<file path="src/rtl/spi_slave_rx.sv">
// SPI mode-0 slave receiver: oversamples SCLK/MOSI/CS_N on wr_clk and pushes MSB-first words into a FIFO.
// Optional build macro SPI_RX_STATUS_EN shifts a {wr_full, ovf, 0...} status word out on miso.
module spi_slave_rx #(
  parameter int DATA_WIDTH  = 8,
  parameter int SYNC_STAGES = 2
) (
  input  logic                  wr_clk,
  input  logic                  wr_rst_n,
  input  logic                  sclk,
  input  logic                  cs_n,
  input  logic                  mosi,
  output logic                  miso,
  output logic [DATA_WIDTH-1:0] wr_data,
  output logic                  wr_en,
  input  logic                  wr_full,
  output logic                  ovf,
  input  logic                  ovf_clr,
  output logic                  frame_err
);

  localparam int CW = $clog2(DATA_WIDTH + 1);

  typedef enum logic [1:0] {IDLE, SHIFT, PUSH} state_t;

  logic [SYNC_STAGES-1:0] r_sclk_sync, r_cs_sync, r_mosi_sync, r_fill;
  logic                   r_sclk_prev, r_cs_prev, r_armed;
  logic                   w_sclk, w_cs, w_mosi;
  logic                   w_scl_rise, w_cs_fall, w_cs_rise;

  state_t                 r_state, w_state_nxt;
  logic [CW-1:0]          r_bit_cnt, w_cnt_nxt;
  logic [DATA_WIDTH-1:0]  r_shift, w_shift_nxt;
  logic                   w_done, w_ferr;

  logic [DATA_WIDTH-1:0]  r_wr_data;
  logic                   r_wr_en, r_ovf, r_frame_err;

  // r_fill marks when the sync chain holds real pin samples rather than reset values;
  // only a CS_N seen high after that point arms the receiver.
  always_ff @(posedge wr_clk or negedge wr_rst_n) begin
    if (!wr_rst_n) begin
      r_sclk_sync <= '0;
      r_cs_sync   <= '1;
      r_mosi_sync <= '0;
      r_fill      <= '0;
      r_sclk_prev <= 1'b0;
      r_cs_prev   <= 1'b1;
      r_armed     <= 1'b0;
    end else begin
      r_sclk_sync <= {r_sclk_sync[SYNC_STAGES-2:0], sclk};
      r_cs_sync   <= {r_cs_sync[SYNC_STAGES-2:0], cs_n};
      r_mosi_sync <= {r_mosi_sync[SYNC_STAGES-2:0], mosi};
      r_fill      <= {r_fill[SYNC_STAGES-2:0], 1'b1};
      r_sclk_prev <= w_sclk;
      r_cs_prev   <= w_cs;
      r_armed     <= r_armed | (r_fill[SYNC_STAGES-1] & w_cs);
    end
  end

  assign w_sclk     = r_sclk_sync[SYNC_STAGES-1];
  assign w_cs       = r_cs_sync[SYNC_STAGES-1];
  assign w_mosi     = r_mosi_sync[SYNC_STAGES-1];
  assign w_scl_rise = w_sclk & ~r_sclk_prev;
  assign w_cs_fall  = ~w_cs & r_cs_prev & r_armed;
  assign w_cs_rise  = w_cs & ~r_cs_prev;
  assign w_done     = w_scl_rise && (r_bit_cnt == CW'(DATA_WIDTH - 1));

  always_ff @(posedge wr_clk or negedge wr_rst_n) begin
    if (!wr_rst_n) begin
      r_state   <= IDLE;
      r_bit_cnt <= '0;
      r_shift   <= '0;
    end else begin
      r_state   <= w_state_nxt;
      r_bit_cnt <= w_cnt_nxt;
      r_shift   <= w_shift_nxt;
    end
  end

  always_comb begin
    w_state_nxt = r_state;
    w_cnt_nxt   = r_bit_cnt;
    w_shift_nxt = r_shift;
    w_ferr      = 1'b0;
    // Shifting stays enabled in PUSH so a back-to-back first bit is not lost.
    if (r_state != IDLE && w_scl_rise)
      w_shift_nxt = {r_shift[DATA_WIDTH-2:0], w_mosi};
    case (r_state)
      IDLE: begin
        w_cnt_nxt = '0;
        if (w_cs_fall) w_state_nxt = SHIFT;
      end
      SHIFT: begin
        if (w_done) begin
          w_state_nxt = PUSH;
          w_cnt_nxt   = '0;
        end else if (w_cs_rise) begin
          w_state_nxt = IDLE;
          w_cnt_nxt   = '0;
          w_ferr      = (r_bit_cnt != '0) || w_scl_rise;
        end else if (w_scl_rise) begin
          w_cnt_nxt = r_bit_cnt + CW'(1);
        end
      end
      PUSH: begin
        if (w_cs) begin
          w_state_nxt = IDLE;
          w_cnt_nxt   = '0;
        end else begin
          w_state_nxt = SHIFT;
          w_cnt_nxt   = w_scl_rise ? CW'(1) : '0;
        end
      end
      default: begin
        w_state_nxt = IDLE;
        w_cnt_nxt   = '0;
      end
    endcase
  end

  always_ff @(posedge wr_clk or negedge wr_rst_n) begin
    if (!wr_rst_n) begin
      r_wr_en     <= 1'b0;
      r_wr_data   <= '0;
      r_ovf       <= 1'b0;
      r_frame_err <= 1'b0;
    end else begin
      r_wr_en     <= (r_state == PUSH) && !wr_full;
      r_frame_err <= w_ferr;
      if (r_state == PUSH && !wr_full) r_wr_data <= r_shift;
      if (r_state == PUSH && wr_full) r_ovf <= 1'b1;
      else if (ovf_clr)               r_ovf <= 1'b0;
    end
  end

  assign wr_en     = r_wr_en;
  assign wr_data   = r_wr_data;
  assign ovf       = r_ovf;
  assign frame_err = r_frame_err;

`ifdef SPI_RX_STATUS_EN
  logic [DATA_WIDTH-1:0] r_status;
  logic                  w_scl_fall;

  assign w_scl_fall = ~w_sclk & r_sclk_prev;

  always_ff @(posedge wr_clk or negedge wr_rst_n) begin
    if (!wr_rst_n)
      r_status <= '0;
    else if (r_state == IDLE && w_cs_fall)
      r_status <= {wr_full, r_ovf, {(DATA_WIDTH-2){1'b0}}};
    else if (r_state == PUSH)
      r_status <= {wr_full, r_ovf | wr_full, {(DATA_WIDTH-2){1'b0}}};
    else if (r_state == SHIFT && w_scl_fall)
      r_status <= {r_status[DATA_WIDTH-2:0], 1'b0};
  end

  assign miso = (r_state != IDLE) & r_status[DATA_WIDTH-1];
`else
  assign miso = 1'b0;
`endif

endmodule
</file>
<file path="config.mk">
export PLATFORM = sky130hd
export DESIGN_NAME = spi_slave_rx
export DESIGN_NICKNAME = d
export VERILOG_FILES = /design/src/rtl/spi_slave_rx.sv
export SDC_FILE = /design/constraint.sdc
export NUM_CORES = 1
export LEC_CHECK = 0
export ABC_CLOCK_PERIOD_IN_PS = 4200
export CAP_MARGIN = 25
export CELL_PAD_IN_SITES_DETAIL_PLACEMENT = 0
export CELL_PAD_IN_SITES_GLOBAL_PLACEMENT = 1
export CORE_MARGIN = 3
export CORE_UTILIZATION = 30
export DETAILED_ROUTE_END_ITERATION = 12
export PLACE_DENSITY_LB_ADDON = 0.1
export SYNTH_ARGS = -nofsm -noshare
export SYNTH_HDL_FRONTEND = slang
export SYNTH_SLANG_ARGS = --single-unit
</file>
<file path="constraint.sdc">
create_clock -name wr_clk -period 4.2 [get_ports wr_clk]
set_clock_uncertainty 0.15 [all_clocks]
set_input_delay 0.84 -clock wr_clk [delete_from_list [all_inputs] [get_ports wr_clk]]
set_output_delay 0.84 -clock wr_clk [all_outputs]
set_load 0.02 [all_outputs]
</file>
======== Word-level counts from Yosys, hierarchy flattened ========
Index checks and enable logic that the tools add are counted.
operators by class
  mux-type cells .......................... 16
  equality and inequality tests ........... 6
  reduce and logical (&&, ||, !) cells .... 11
  bitwise logic cells ..................... 9
  add/subtract/negate cells ............... 1
operators with widths
  operator                                                         count
  4-bit two-way mux                                                3
  1-bit two-way mux                                                8
  4-bit one-hot mux with 2 select lines                            1
  2-bit two-way mux                                                3
  2-bit one-hot mux with 3 select lines                            1
  1-bit bitwise AND                                                5
  4-bit by 1-bit adder with 4-bit output, second input constant    1
  4-bit by 3-bit == test with 1-bit output, second input constant  1
  1-bit logical AND                                                4
  4-bit != test, second input constant                             1
  2-bit nonzero test                                               2
  4-bit nonzero test                                               1
  3-bit != test, second input constant                             1
  1-bit NOT                                                        3
  2-bit by 1-bit == test with 1-bit output, second input constant  1
  2-bit == test, second input constant                             1
  2-bit zero test                                                  1
  2-bit != test, second input constant                             1
  2-bit AND reduction                                              1
  1-bit zero test                                                  1
  1-bit logical OR                                                 1
  1-bit OR                                                         1
storage, ports and cells
  register bits ........................... 36
  word-level logic and storage cells ...... 57
  output and inout port bits .............. 12

======== Longest topological paths before layout ========
Gate-level depths: netlist of run 1.
  depth in word-level cells ............... 6
  gate-level depth with buffers ........... 5

======== Worst setup path before layout of run 1 ========
Ideal clock, no wire load.
  kind .................................... in2reg
  from .................................... input wr_full
  to ...................................... register r_wr_data[0], in the netlist wr_data[0]
  arrival ................................. 1.475 ns
  slack ................................... 2.450 ns
  setup time .............................. 0.125 ns
  stages on the path ...................... 2
  buffers on the path ..................... 0
  cells stage by stage .................... nor2_2 -> mux2_2
on the way
  longest elaborated chain between the ends .. 2
RTL lines
  item                  line  source
  from (decl)           15    input logic wr_full,
  1-bit zero test       130   if (r_state == PUSH && !wr_full) r_wr_data <= r_shift;
  1-bit logical AND     130
  to (signal assigned)  130
  to (decl)             35    logic [DATA_WIDTH-1:0] r_wr_data;
Every way passes these cells.
A chain may end at the register's enable or synchronous reset.

======== Final worst setup path of run 1 ========
  from .................................... register r_wr_data[7], in the netlist wr_data[7]
  to ...................................... output wr_data[7]
RTL lines
  item       line  source
  to (decl)  13    output logic [DATA_WIDTH-1:0] wr_data,
No word-level cell between the ends.

==> impl_metrics.json, run 1 <==
{
  "dp_hpwl_um": 1642,
  "clockBufferDepth": 2,
  "use_met2_pct": 15.09,
  "wl_per_cell_um": 13.54,
  "num_vias": 831,
  "power.leakage_nw": 0.7669,
  "clk_pin_slew_worst_paths_ns": 0.07,
  "crit_family": "buffers and inverters",
  "syn_to_final_growth_pct": 22.25,
  "worst_ep_required_time_ns": 3.21,
  "drt_iter0_markers": 16,
  "grt_max_degree": 37,
  "grt_usage_pct": 10.27,
  "clk_latency_ns": 0.28,
  "maxCapViolations": 0,
  "cp-start-kind": "flop",
  "die_h_um": 74.86,
  "cts_setup_buffers": 0,
  "worst-path-buf-inv": 1,
  "post-place-ws_ns": 1.812,
  "cp_slowest_cell": "clkdlybuf4s50_1",
  "layout-drive-gt1-share_pct": 26.40,
  "synth-edff-count": 0,
  "cts_root_buffer": "clkbuf_8",
  "p_per_area_mw_per_mm2": 474.8,
  "r2r_cells": 5,
  "fp.dieArea_mm2": 0.005604,
  "synth_area_leader_cell": "dfrtp_1",
  "final_common_cell": "dfrtp_1",
  "critPathArrivalTime_ns": 1.26,
  "start_util_pct": 31.80,
  "cp_cell_sequence": "clkdlybuf4s50_1",
  "diodes": 0,
  "synth_nets": 114,
  "path_max_fanout": 2,
  "place_congestion": 0.7335,
  "timing.final.max_slew_violations": 0,
  "die_w_um": 74.86,
  "crit_start": "wr_data[7]",
  "drc_errors": 0,
  "endpoint": "wr_data[7]",
  "met3_usage_pct": 4.005,
  "r2r_end": "wr_data[0]",
  "design.core.area_mm2": 0.004474,
  "r2r_slack_ns": 2.38,
  "grt_pass1_vias": 880,
  "ys_seq_area_share_pct": 63.59,
  "cp-end-kind": "output port",
  "ctsResizeCount": 0,
  "yosys_warnings": 0,
  "grt.met1_usage_pct": 12.72,
  "hold_buffers": 0,
  "grt_first_pass_wirelength_um": 4181,
  "outcome": "finished clean",
  "setup_viol": 0,
  "cts_num_sinks": 36,
  "io_pins": 19,
  "cts_tree": "built",
  "final.setup.tns_ns": 0,
  "crit_type": "reg -> out",
  "portBuffers": 17,
  "async_flop_share_pct": 100.0,
  "ys.flop_type": "dfrtp_1",
  "max_freq_mhz": 445.0,
  "overflow": 0,
  "viasPerCell": 4.695,
  "peakVddDrop_uv": 182.0,
  "antenna_found_initial": 0,
  "crit_cells": 1,
  "synth.area.top_cells": "dfrtp_1 58%, mux2_2 13%, dfstp_2 5.5%",
  "slew_headroom_pct": 48.47,
  "syn_inst": 101,
  "firstDrtPassIters": 4,
  "hold_path.class": "reg -> reg",
  "netlist_area_mm2": 0.001423,
  "yosys.area.top_type_share_pct": 58.05,
  "whs_path_depth": 0,
  "period_needed_ns": 2.247,
  "fill_cells": 410,
  "routed_wl_um": 2396,
  "timing.final.crit_share_pct": 53.50,
  "nets": 137,
  "num_rows": 24,
  "slowest_delay_ns": 0.61,
  "hold_violations": 0,
  "mostFrequentLayoutCells": "33 x dfrtp_1, 16 x mux2_2, 16 x clkdlybuf4s50_1",
  "tightest_slew_ns": 0.7729,
  "ant_nets": 0,
  "r2r-start": "r_state[0]",
  "setup_ws_ns": 1.953,
  "ys_ff_latch": 36,
  "cts_made_buffers": 5,
  "rsz0062_at_grt": "no",
  "synth_area_per_cell_um2": 14.09,
  "synth_cell_types": 29,
  "htreeDepth": 2,
  "top_usage_layer": "met2"
}
registers in the layout (all words and copies together), names as in the netlist:
| register | count |
|---|---|
| r_sclk_prev | 1 |
| ovf | 1 |
| r_state | 2 |
| r_mosi_sync | 2 |
| r_cs_sync | 2 |
| r_cs_prev | 1 |
| wr_data | 8 |
| r_fill | 2 |
| wr_en | 1 |
| r_sclk_sync | 2 |
| r_shift | 8 |
| frame_err | 1 |
| r_armed | 1 |
| r_bit_cnt | 4 |
logic make-up (layout without fill, tap and decap cells):
| logic type | count (synthesis) | in the layout | share of synthesized area [%] |
|---|---|---|---|
| AND/OR/NAND/NOR | 18 | 18 | 8.092 |
| buffers and inverters | 8 | 32 | 2.375 |
| adder cells (fa/ha/maj) | 6 | 6 | 5.277 |
| multiplexers | 17 | 17 | 13.72 |
| flip-flops | 36 | 36 | 63.59 |
| AO/OA/AOI/OAI | 14 | 14 | 6.421 |
| other | 2 | 2 | 0.5279 |
cell usage after synthesis, types with 2 or more instances:
cell	count
o21ai_0	2
o21ai_1	2
dfrtp_1	33
nor3_1	2
a21oi_1	4
nand2_1	4
nand4b_1	2
dfstp_2	3
mux2_2	16
conb_1	2
inv_1	7
nor2_2	2
ha_1	6
per-layer routing:
layer	routed length, µm	up-vias
li1	-	395
met1	1153	409
met2	1082	21
met3	108	6
met4	51	0
met5	0	-
power breakdown:
part	internal (mW)	leakage [nW]	switching [mW]
clock network	0.133	0.0445	0.119
logic	0.0755	0.265	0.0661
registers	0.397	0.458	0.0345
per-stage QoR:
stage	cells	power (mW)	hold slack (ns)	utilization (%)	area [µm²]
floorplan	101	0.5373	0.1812	-	1423
global placement	169	0.5794	0.1824	36.77	1645
detailed placement	169	0.5843	0.1957	36.77	1645
CTS	177	0.8433	0.2074	38.87	1739
global route	177	0.8764	0.2095	38.87	1739
finish	177	0.8257	0.2061	38.87	1739
how the worst min path moves through the flow:
stage | slack [ns] | end | start
floorplan | 0.18 | r_fill[1] | r_fill[0]
global placement | 0.18 | r_fill[1] | r_fill[0]
detailed placement | 0.20 | r_mosi_sync[1] | r_mosi_sync[0]
CTS | 0.21 | r_cs_sync[1] | r_cs_sync[0]
global route | 0.21 | r_cs_sync[1] | r_cs_sync[0]
finish | 0.21 | r_cs_sync[1] | r_cs_sync[0]
cell type report:
| cell class | count | area, µm² | share of cell area, % |
|---|---|---|---|
| well taps | 52 | 65.06 | 3.741 |
| clock buffers | 7 | 86.33 | 4.964 |
| clock inverters | 1 | 7.507 | 0.4317 |
| flip-flops and latches | 36 | 904.6 | 52.01 |
| multi-input cells | 57 | 484.2 | 27.84 |
| inverters | 7 | 26.28 | 1.511 |
| repair buffers | 17 | 165.2 | 9.496 |
(Power assumes the default switching activity.)
==> inputs of run 2 (changes only) <==
--- a/config.mk
+++ b/config.mk
@@ -5,7 +5,7 @@
 export SDC_FILE = /design/constraint.sdc
 export NUM_CORES = 1
 export LEC_CHECK = 0
-export ABC_CLOCK_PERIOD_IN_PS = 4200
+export ABC_CLOCK_PERIOD_IN_PS = 2090
 export CAP_MARGIN = 25
 export CELL_PAD_IN_SITES_DETAIL_PLACEMENT = 0
 export CELL_PAD_IN_SITES_GLOBAL_PLACEMENT = 1
==> constraint.sdc (replaced) <==
create_clock -name wr_clk -period 2.09 [get_ports wr_clk]
set_clock_uncertainty 0.15 [all_clocks]
set_input_delay 0.418 -clock wr_clk [delete_from_list [all_inputs] [get_ports wr_clk]]
set_output_delay 0.418 -clock wr_clk [all_outputs]
set_load 0.02 [all_outputs]
==> run 2 against run 1 <==
Net effect:
- count of clock-buffer cells in the layout decreased by 1
- combinational power rose by 110%
- design area up 2.1%
- critical path depth is the same
- die area did not move
- highest routed layer unchanged
- clock power is 140% higher
- hold slack got worse by 0.19 ns
- wire length is 5.1% higher
==> impl_metrics.json, run 2 (synthesis gave the netlist of run 1 again) <==
{
  "crit_type": "reg -> out",
  "firstDrtPassIters": 4,
  "drt_iter0_markers": 29,
  "met1_length_um": 1250,
  "cts_root_buffer": "clkbuf_8",
  "grt_max_degree": 37,
  "fill_cells": 426,
  "syn_to_final_growth_pct": 24.80,
  "grt_first_pass_wirelength_um": 4360,
  "setup_viol": 0,
  "cp-end-kind": "output port",
  "dr_wl_met3_um": 111,
  "crit_family": "buffers and inverters",
  "hold_buffers": 0,
  "r2r-start": "r_state[0]",
  "top_layer_used": "met4",
  "portBuffers": 17,
  "cts_made_buffers": 5,
  "die_h_um": 74.86,
  "clockBufferDepth": 2,
  "slowest_delay_ns": 0.61,
  "r2r_end": "wr_data[5]",
  "clk_pin_slew_worst_paths_ns": 0.07,
  "r2r_cells": 5,
  "critPathArrivalTime_ns": 1.25,
  "timing.final.crit_share_pct": 87.13,
  "cp_cell_sequence": "clkdlybuf4s50_1",
  "maxCapViolations": 0,
  "ant_nets": 0,
  "grt_usage_pct": 10.77,
  "ctsResizeCount": 0,
  "viasPerCell": 4.589,
  "start_util_pct": 31.80,
  "r2r_slack_ns": 0.29,
  "worst_ep_required_time_ns": 1.52,
  "wl_per_cell_um": 13.99,
  "timing.final.max_slew_violations": 0,
  "cts_tree": "built",
  "io_pins": 19,
  "final.setup.tns_ns": 0,
  "antenna_found_initial": 0,
  "layout-drive-gt1-share_pct": 28.13,
  "clk_latency_ns": 0.28,
  "cp_slowest_cell": "clkdlybuf4s50_1",
  "num_rows": 24,
  "wl_met2_um": 1133,
  "peakVddDrop_uv": 431.6,
  "hold_slack_ns": 0.01504,
  "mostFrequentLayoutCells": "33 x dfrtp_1, 16 x mux2_2, 16 x clkdlybuf4s50_1",
  "cts_setup_buffers": 0,
  "power.leakage_nw": 0.7924,
  "nets": 140,
  "fin_cells": 180,
  "place_inst": 172,
  "hold_violations": 0,
  "diodes": 0,
  "routed_wl_um": 2518,
  "place_congestion": 0.7211,
  "outcome": "finished clean",
  "fp.dieArea_mm2": 0.005604,
  "worst-path-buf-inv": 1,
  "drc_errors": 0,
  "die_w_um": 74.86,
  "hold_path.class": "in -> async",
  "path_max_fanout": 2,
  "final_common_cell": "dfrtp_1",
  "htreeDepth": 2,
  "cp-start-kind": "flop",
  "dp_hpwl_um": 1718,
  "overflow": 0,
  "period_needed_ns": 1.821,
  "p_per_area_mw_per_mm2": 998.3,
  "utilization_pct": 39.68,
  "max_freq_mhz": 549.1,
  "rsz0062_at_grt": "no",
  "total_power_mw": 1.772,
  "grt_pass1_vias": 878,
  "cts_num_sinks": 36,
  "num_vias": 826,
  "design.core.area_mm2": 0.004474
}
## run 2: stage by stage
stage | worst slack, ns | cell area (µm²)
final | 0.2689 | 1775
after global placement | 0.1691 | 1668
after floorplan | 0.4921 | 1423
after global routing | 0.1568 | 1775
after CTS | 0.2498 | 1775
after detailed placement | 0.1221 | 1668
## run 2: cell type report
| class | count | area, µm² | share of cell area [%] |
|---|---|---|---|
| Clock buffer | 6 | 72.57 | 4.087 |
| Clock inverter | 2 | 35.03 | 1.973 |
| Timing Repair Buffer | 20 | 187.7 | 10.57 |
| Sequential cell | 36 | 904.6 | 50.95 |
| Tap cell | 52 | 65.06 | 3.665 |
| Multi-Input combinational cell | 57 | 484.2 | 27.27 |
| Inverter | 7 | 26.28 | 1.480 |
## run 2: metal layers
metal | global-route usage (%) | vias up
met1 | 14.32 | 410
met3 | 5.073 | 2
met4 | 4.743 | 0
li1 | - | 399
met2 | 14.89 | 15
met5 | 0 | -
## run 2: worst max-delay path by stage
stage / start / end / slack, ns / cells past startpoint
2_1_floorplan: r_state[0] / wr_data[0] / 0.49 / 5
3_3_place_gp: wr_full / wr_data[0] / 0.17 / 3
3_5_place_dp: wr_full / wr_data[4] / 0.12 / 3
4_1_cts: wr_data[6] / wr_data[6] / 0.25 / 1
5_1_grt: r_state[0] / wr_data[2] / 0.16 / 5
6_report: wr_data[7] / wr_data[7] / 0.27 / 1
## run 2: power by group
part / leakage (nW) / switching [mW] / total (mW) / internal, mW
Combinational: 0.280 / 0.137 / 0.303 / 0.166
Clock: 0.0552 / 0.245 / 0.599 / 0.354
Sequential: 0.458 / 0.0724 / 0.871 / 0.798
Total: 0.792 / 0.454 / 1.77 / 1.32
==> inputs of run 3 (changes only) <==
--- a/config.mk
+++ b/config.mk
@@ -10,7 +10,8 @@
 export CELL_PAD_IN_SITES_DETAIL_PLACEMENT = 0
 export CELL_PAD_IN_SITES_GLOBAL_PLACEMENT = 1
 export CORE_MARGIN = 3
-export CORE_UTILIZATION = 30
+export CORE_UTILIZATION = 43
+export CTS_CLUSTER_DIAMETER = 30
 export DETAILED_ROUTE_END_ITERATION = 12
 export PLACE_DENSITY_LB_ADDON = 0.1
 export SYNTH_ARGS = -nofsm -noshare
==> run 3 against run 2 <==
Net effect:
- setup slack got worse by 0.043 ns
- power is 13% lower
- sequential power is 0.7% lower
- flip-flop and latch count unchanged
- global-route usage up 2.4 points
- largest power group unchanged
==> impl_metrics.json, run 3 (synthesis gave the netlist of run 1 again) <==
{
  "p_per_area_mw_per_mm2": 897.1,
  "crit_start": "wr_data[5]",
  "hold_violations": 0,
  "path_max_fanout": 2,
  "timing.final.crit_share_pct": 89.17,
  "diodes": 0,
  "cts_num_sinks": 36,
  "start_util_pct": 45.85,
  "htreeDepth": 2,
  "rsz0062_at_grt": "no",
  "period_needed_ns": 1.864,
  "dp_hpwl_um": 1637,
  "cts_made_buffers": 5,
  "hold_start": "r_mosi_sync[0]",
  "p_switching_uw": 417.3,
  "final_common_cell": "dfrtp_1",
  "overflow": 0,
  "num_vias": 842,
  "critPathArrivalTime_ns": 1.30,
  "slowest_delay_ns": 0.61,
  "cts_setup_buffers": 0,
  "timing.final.max_slew_violations": 0,
  "place_congestion": 0.7489,
  "placed_area_mm2": 0.001663,
  "hold_slack_ns": 0.2117,
  "p_int_mw": 1.127,
  "cp_cell_sequence": "clkdlybuf4s50_1",
  "grt_usage_pct": 13.15,
  "multiInputGateArea_um2": 484.2,
  "syn_to_final_growth_pct": 21.02,
  "max_freq_mhz": 536.6,
  "r2r-start": "r_state[0]",
  "grt_first_pass_wirelength_um": 4098,
  "clockBufferDepth": 2,
  "fill_cells": 278,
  "power.leakage_nw": 0.7699,
  "cp-start-kind": "flop",
  "viasPerCell": 4.895,
  "worst_ep_required_time_ns": 1.52,
  "pwr-share-clk_pct": 24.4,
  "p_comb_share_pct": 19.6,
  "antenna_found_initial": 0,
  "cp_slowest_cell": "clkdlybuf4s50_1",
  "portBuffers": 17,
  "design.core.area_mm2": 0.003103,
  "layout-drive-gt1-share_pct": 26.56,
  "ctsResizeCount": 0,
  "die_h_um": 63.52,
  "fp.dieArea_mm2": 0.004035,
  "design_area_mm2": 0.001722,
  "clk_latency_ns": 0.32,
  "cts_root_buffer": "clkbuf_4",
  "grt_max_degree": 37,
  "crit_family": "buffers and inverters",
  "maxCapViolations": 0,
  "firstDrtPassIters": 4,
  "setup_viol": 0,
  "routed_wl_um": 2304,
  "io_pins": 19,
  "cts_tree": "built",
  "register_area_um2": 904.6,
  "p_seq_share_pct": 56.0,
  "hold_buffers": 0,
  "hold_path.class": "reg -> reg",
  "wl_per_cell_um": 13.40,
  "worst-path-buf-inv": 1,
  "clk_pin_slew_worst_paths_ns": 0.10,
  "cp-end-kind": "output port",
  "num_rows": 20,
  "final.setup.tns_ns": 0,
  "peakVddDrop_uv": 520.1,
  "swShare_pct": 27.02,
  "crit_type": "reg -> out",
  "drt_iter0_markers": 35,
  "mostFrequentLayoutCells": "33 x dfrtp_1, 17 x clkdlybuf4s50_1, 16 x mux2_2",
  "grt_pass1_vias": 925,
  "ant_nets": 0,
  "nets": 140,
  "drc_errors": 0,
  "outcome": "finished clean",
  "die_w_um": 63.52
}
-- run 3: changes by cell type in the layout (fill, tap and decap cells not counted) --
cell and change:
clkdlybuf4s50_1 +1, clkinv_2 -1, clkbuf_8 -4, clkbuf_1 +1, clkbuf_4 +5, bufinv_16 -1, buf_2 -1
-- run 3: through the flow --
stage          util, %  setup slack, ns  total power [mW]  instances
2_1_floorplan        -           0.4921             1.080        101
3_3_place_gp     53.59           0.3394             1.165        164
3_5_place_dp     53.59           0.3197             1.183        164
4_1_cts          55.48           0.1990             1.561        172
5_1_grt          55.48           0.1707             1.651        172
6_report         55.48           0.2263             1.544        172
-- run 3: worst paths after layout --
kind | depth (start not counted) | slack, ns | end
max reg2reg | 4 | 0.31 | r_shift[7]
max in group asynchronous | 2 | 1.09 | r_cs_sync[1]
min in group asynchronous | 2 | 0.35 | r_sclk_sync[0]
min reg2reg | 0 | 0.21 | r_mosi_sync[1]
min | 0 | 0.21 | r_mosi_sync[1]
max | 1 | 0.23 | wr_data[5]
-- run 3: power by group through the flow --
stage | Clock (mW) | Combinational [mW] | Sequential, mW
final | 0.376 | 0.303 | 0.865
after global routing | 0.431 | 0.339 | 0.880
after CTS | 0.390 | 0.306 | 0.865
after detailed placement | 0 | 0.304 | 0.879
after global placement | 0 | 0.293 | 0.872
after floorplan | 0 | 0.221 | 0.858
-- run 3: metal layers --
| layer | up-vias | wire, µm | track usage [%] |
|---|---|---|---|
| met2 | 18 | 1063 | 21.12 |
| met3 | 4 | 108 | 3.743 |
| met4 | 0 | 37 | 6.469 |
| met5 | - | 0 | 0 |
| met1 | 418 | 1094 | 16.16 |
| li1 | 402 | - | - |
-- run 3: final cells by class --
cell class	count	area share, %
well taps	44	3.198
flip-flops and latches	36	52.54
multi-input cells	57	28.12
clock buffers	8	3.416
inverters	7	1.526
repair buffers	20	11.19
==> patch (settings of run 3) <==
The option `SPI_RX_STATUS_EN` is turned on by a define.
--- a/src/rtl/spi_slave_rx.sv
+++ b/src/rtl/spi_slave_rx.sv
@@ -2,2 +2,4 @@
 // Optional build macro SPI_RX_STATUS_EN shifts a {wr_full, ovf, 0...} status word out on miso.
+`define SPI_RX_STATUS_EN
+
 module spi_slave_rx #(
Function: changed (Yosys sat finds a counterexample within 10 cycles, from zero or initial values and one cycle with wr_rst_n low).
==> patch against run 3 <==
  * Power grew 11%
  * Utilization decreased by 0.67 points
  * Synthesized cell count increased by 12%
  * Sequential cell count up 2
  * Area after synthesis increased by 7.3%
  * Die area grew 6.6%
  * First-iteration DRC count is 40% higher
  * Design area grew 7.9%
  * Worst setup slack got worse by 0.048 ns
  * Routed wire length grew 9.1%
  * Largest power group unchanged
  * Critical path type unchanged
  * Cell count up 9.3%
  * Hold slack lost 0.0049 ns
  * Count of clock-buffer cells in the layout decreased by 2
==> patch: results (changes against run 3) <==
<table>
<tr><th>Metric</th><th>Value</th></tr>
<tr><th colspan="2">Run status</th></tr>
<tr><td>Status</td><td>completed</td></tr>
<tr><th colspan="2">Worst setup path</th></tr>
<tr><td>Critical path arrival</td><td>1.34 ns (+0.04 ns)</td></tr>
<tr><td>Critical path fanouts, max</td><td>3 (+1)</td></tr>
<tr><th colspan="2">Hold path</th></tr>
<tr><td>Launch point of the worst hold path</td><td>r_fill[0]</td></tr>
<tr><th colspan="2">Finish</th></tr>
<tr><td>Number of nets in the final layout</td><td>154 (+10%)</td></tr>
<tr><td>Number of fill cells in the layout</td><td>293 (+5.4%)</td></tr>
<tr><td>Share of layout cells above drive strength 1</td><td>26.1% (-0.51 points)</td></tr>
<tr><th colspan="2">Drt</th></tr>
<tr><td>Number of search-and-repair iterations in the first detailed-routing pass</td><td>5 (+1)</td></tr>
<tr><td>Via count normalized by instance count</td><td>5.01 (+2.4%)</td></tr>
<tr><td>Initial DRC count</td><td>49 (+40%)</td></tr>
<tr><td>Wirelength, routed</td><td>2510 um (+9.1%)</td></tr>
<tr><th colspan="2">Clock tree</th></tr>
<tr><td>Buffer levels on the longest clock path</td><td>2 (unchanged)</td></tr>
<tr><td>Clock buffer count from CTS</td><td>5 (unchanged)</td></tr>
<tr><th colspan="2">Placed design</th></tr>
<tr><td>Cell area after placement</td><td>1790 um2 (+7.6%)</td></tr>
<tr><td>PortBufs</td><td>18 (+1)</td></tr>
<tr><td>Post-DP HPWL</td><td>1810 um (+11%)</td></tr>
<tr><th colspan="2">Synth</th></tr>
<tr><td>Fraction of the yosys area taken by sequential cells</td><td>62.5% (-1.0 points)</td></tr>
<tr><td>Yosys cell types</td><td>30 (+3.4%)</td></tr>
<tr><td>Mapped Nets</td><td>126 (+11%)</td></tr>
<tr><td>Area contributors post-synth</td><td>sky130_fd_sc_hd__dfrtp_1, sky130_fd_sc_hd__mux2_2, sky130_fd_sc_hd__dfstp_2</td></tr>
<tr><th colspan="2">GRT</th></tr>
<tr><td>GR Util met2</td><td>21.0% (-0.14 points)</td></tr>
<tr><td>Via count of the first global-routing pass</td><td>958 (+3.6%)</td></tr>
<tr><td>Global-route wire length before repair</td><td>4510 um (+9.9%)</td></tr>
<tr><td>Pin count of the biggest net entering global routing</td><td>21 (-43%)</td></tr>
<tr><td>GR met1 Demand/Resource</td><td>18.8% (+2.7 points)</td></tr>
<tr><td>Combined global-route utilization of all metal layers</td><td>14.4% (+1.2 points)</td></tr>
<tr><th colspan="2">Power</th></tr>
<tr><td>Worst voltage drop across the vdd grid</td><td>0.539 mV (+3.6%)</td></tr>
<tr><td>Static Leakage</td><td>0.848 nW (+10%)</td></tr>
</table>
## patch: layout make-up
cell class / instances / area share [%]
flip-flops and latches: 38 / 51.4
clock inverters: 2 / 0.673
well taps: 46 / 3.10
clock buffers: 6 / 2.76
inverters: 8 / 1.62
repair buffers: 22 / 11.6
multi-input cells: 66 / 28.9
## patch: cells by family (layout without fill, tap and decap cells)
group	Yosys count	in the layout	share of synthesized area, %
DFF	38	38	62.5
and+or+nand+nor	24	24	10.1
muxes	18	18	13.2
AOI/OAI and AO/OA	17	17	6.72
buffers and inverters	9	38	2.29
adders and majority gates	6	6	4.92
other	1	1	0.246
## patch: timing repair
action                                  in CTS  in global routing
resized for setup                            1                  2
hold buffers                                 1                  0
endpoints found under the setup margin       1                  1
endpoints found under the hold margin       16                  0
## patch: path summary, 6_finish.rpt
kind / end / slack (ns) / depth (start not counted)
max in group asynchronous: r_state[0] / 0.94 / 3
setup reg to reg: r_shift[7] / 0.23 / 5
setup / recovery: ovf / 0.18 / 1
hold / removal: r_fill[1] / 0.21 / 0
min in group asynchronous: r_sclk_sync[1] / 0.39 / 2
hold reg to reg: r_fill[1] / 0.21 / 0
## patch: where the power goes
group	internal (W)	switching, W	leakage, nW
Combinational	0.000189	0.000182	0.332
Clock	0.000162	0.000242	0.0343
Sequential	0.000856	0.0000814	0.482
## patch: per-layer routing
metal,vias to the layer above,share of wire (%)
met2,22,44
met1,467,49
met4,0,2.1
met5,-,0
met3,7,4.5
li1,446,-
## patch: metrics by stage
step	instances	util, %	setup WS [ns]	hold WS [ns]	total power (W)
2_1_floorplan	113	-	0.483	-0.0276	0.00119
3_3_place_gp	179	52.8	0.157	0.183	0.00132
3_5_place_dp	179	52.8	0.143	0.186	0.00133
4_1_cts	188	54.9	0.0242	0.210	0.00174
5_1_grt	188	54.8	0.0674	0.216	0.00184
6_report	188	54.8	0.178	0.207	0.00171
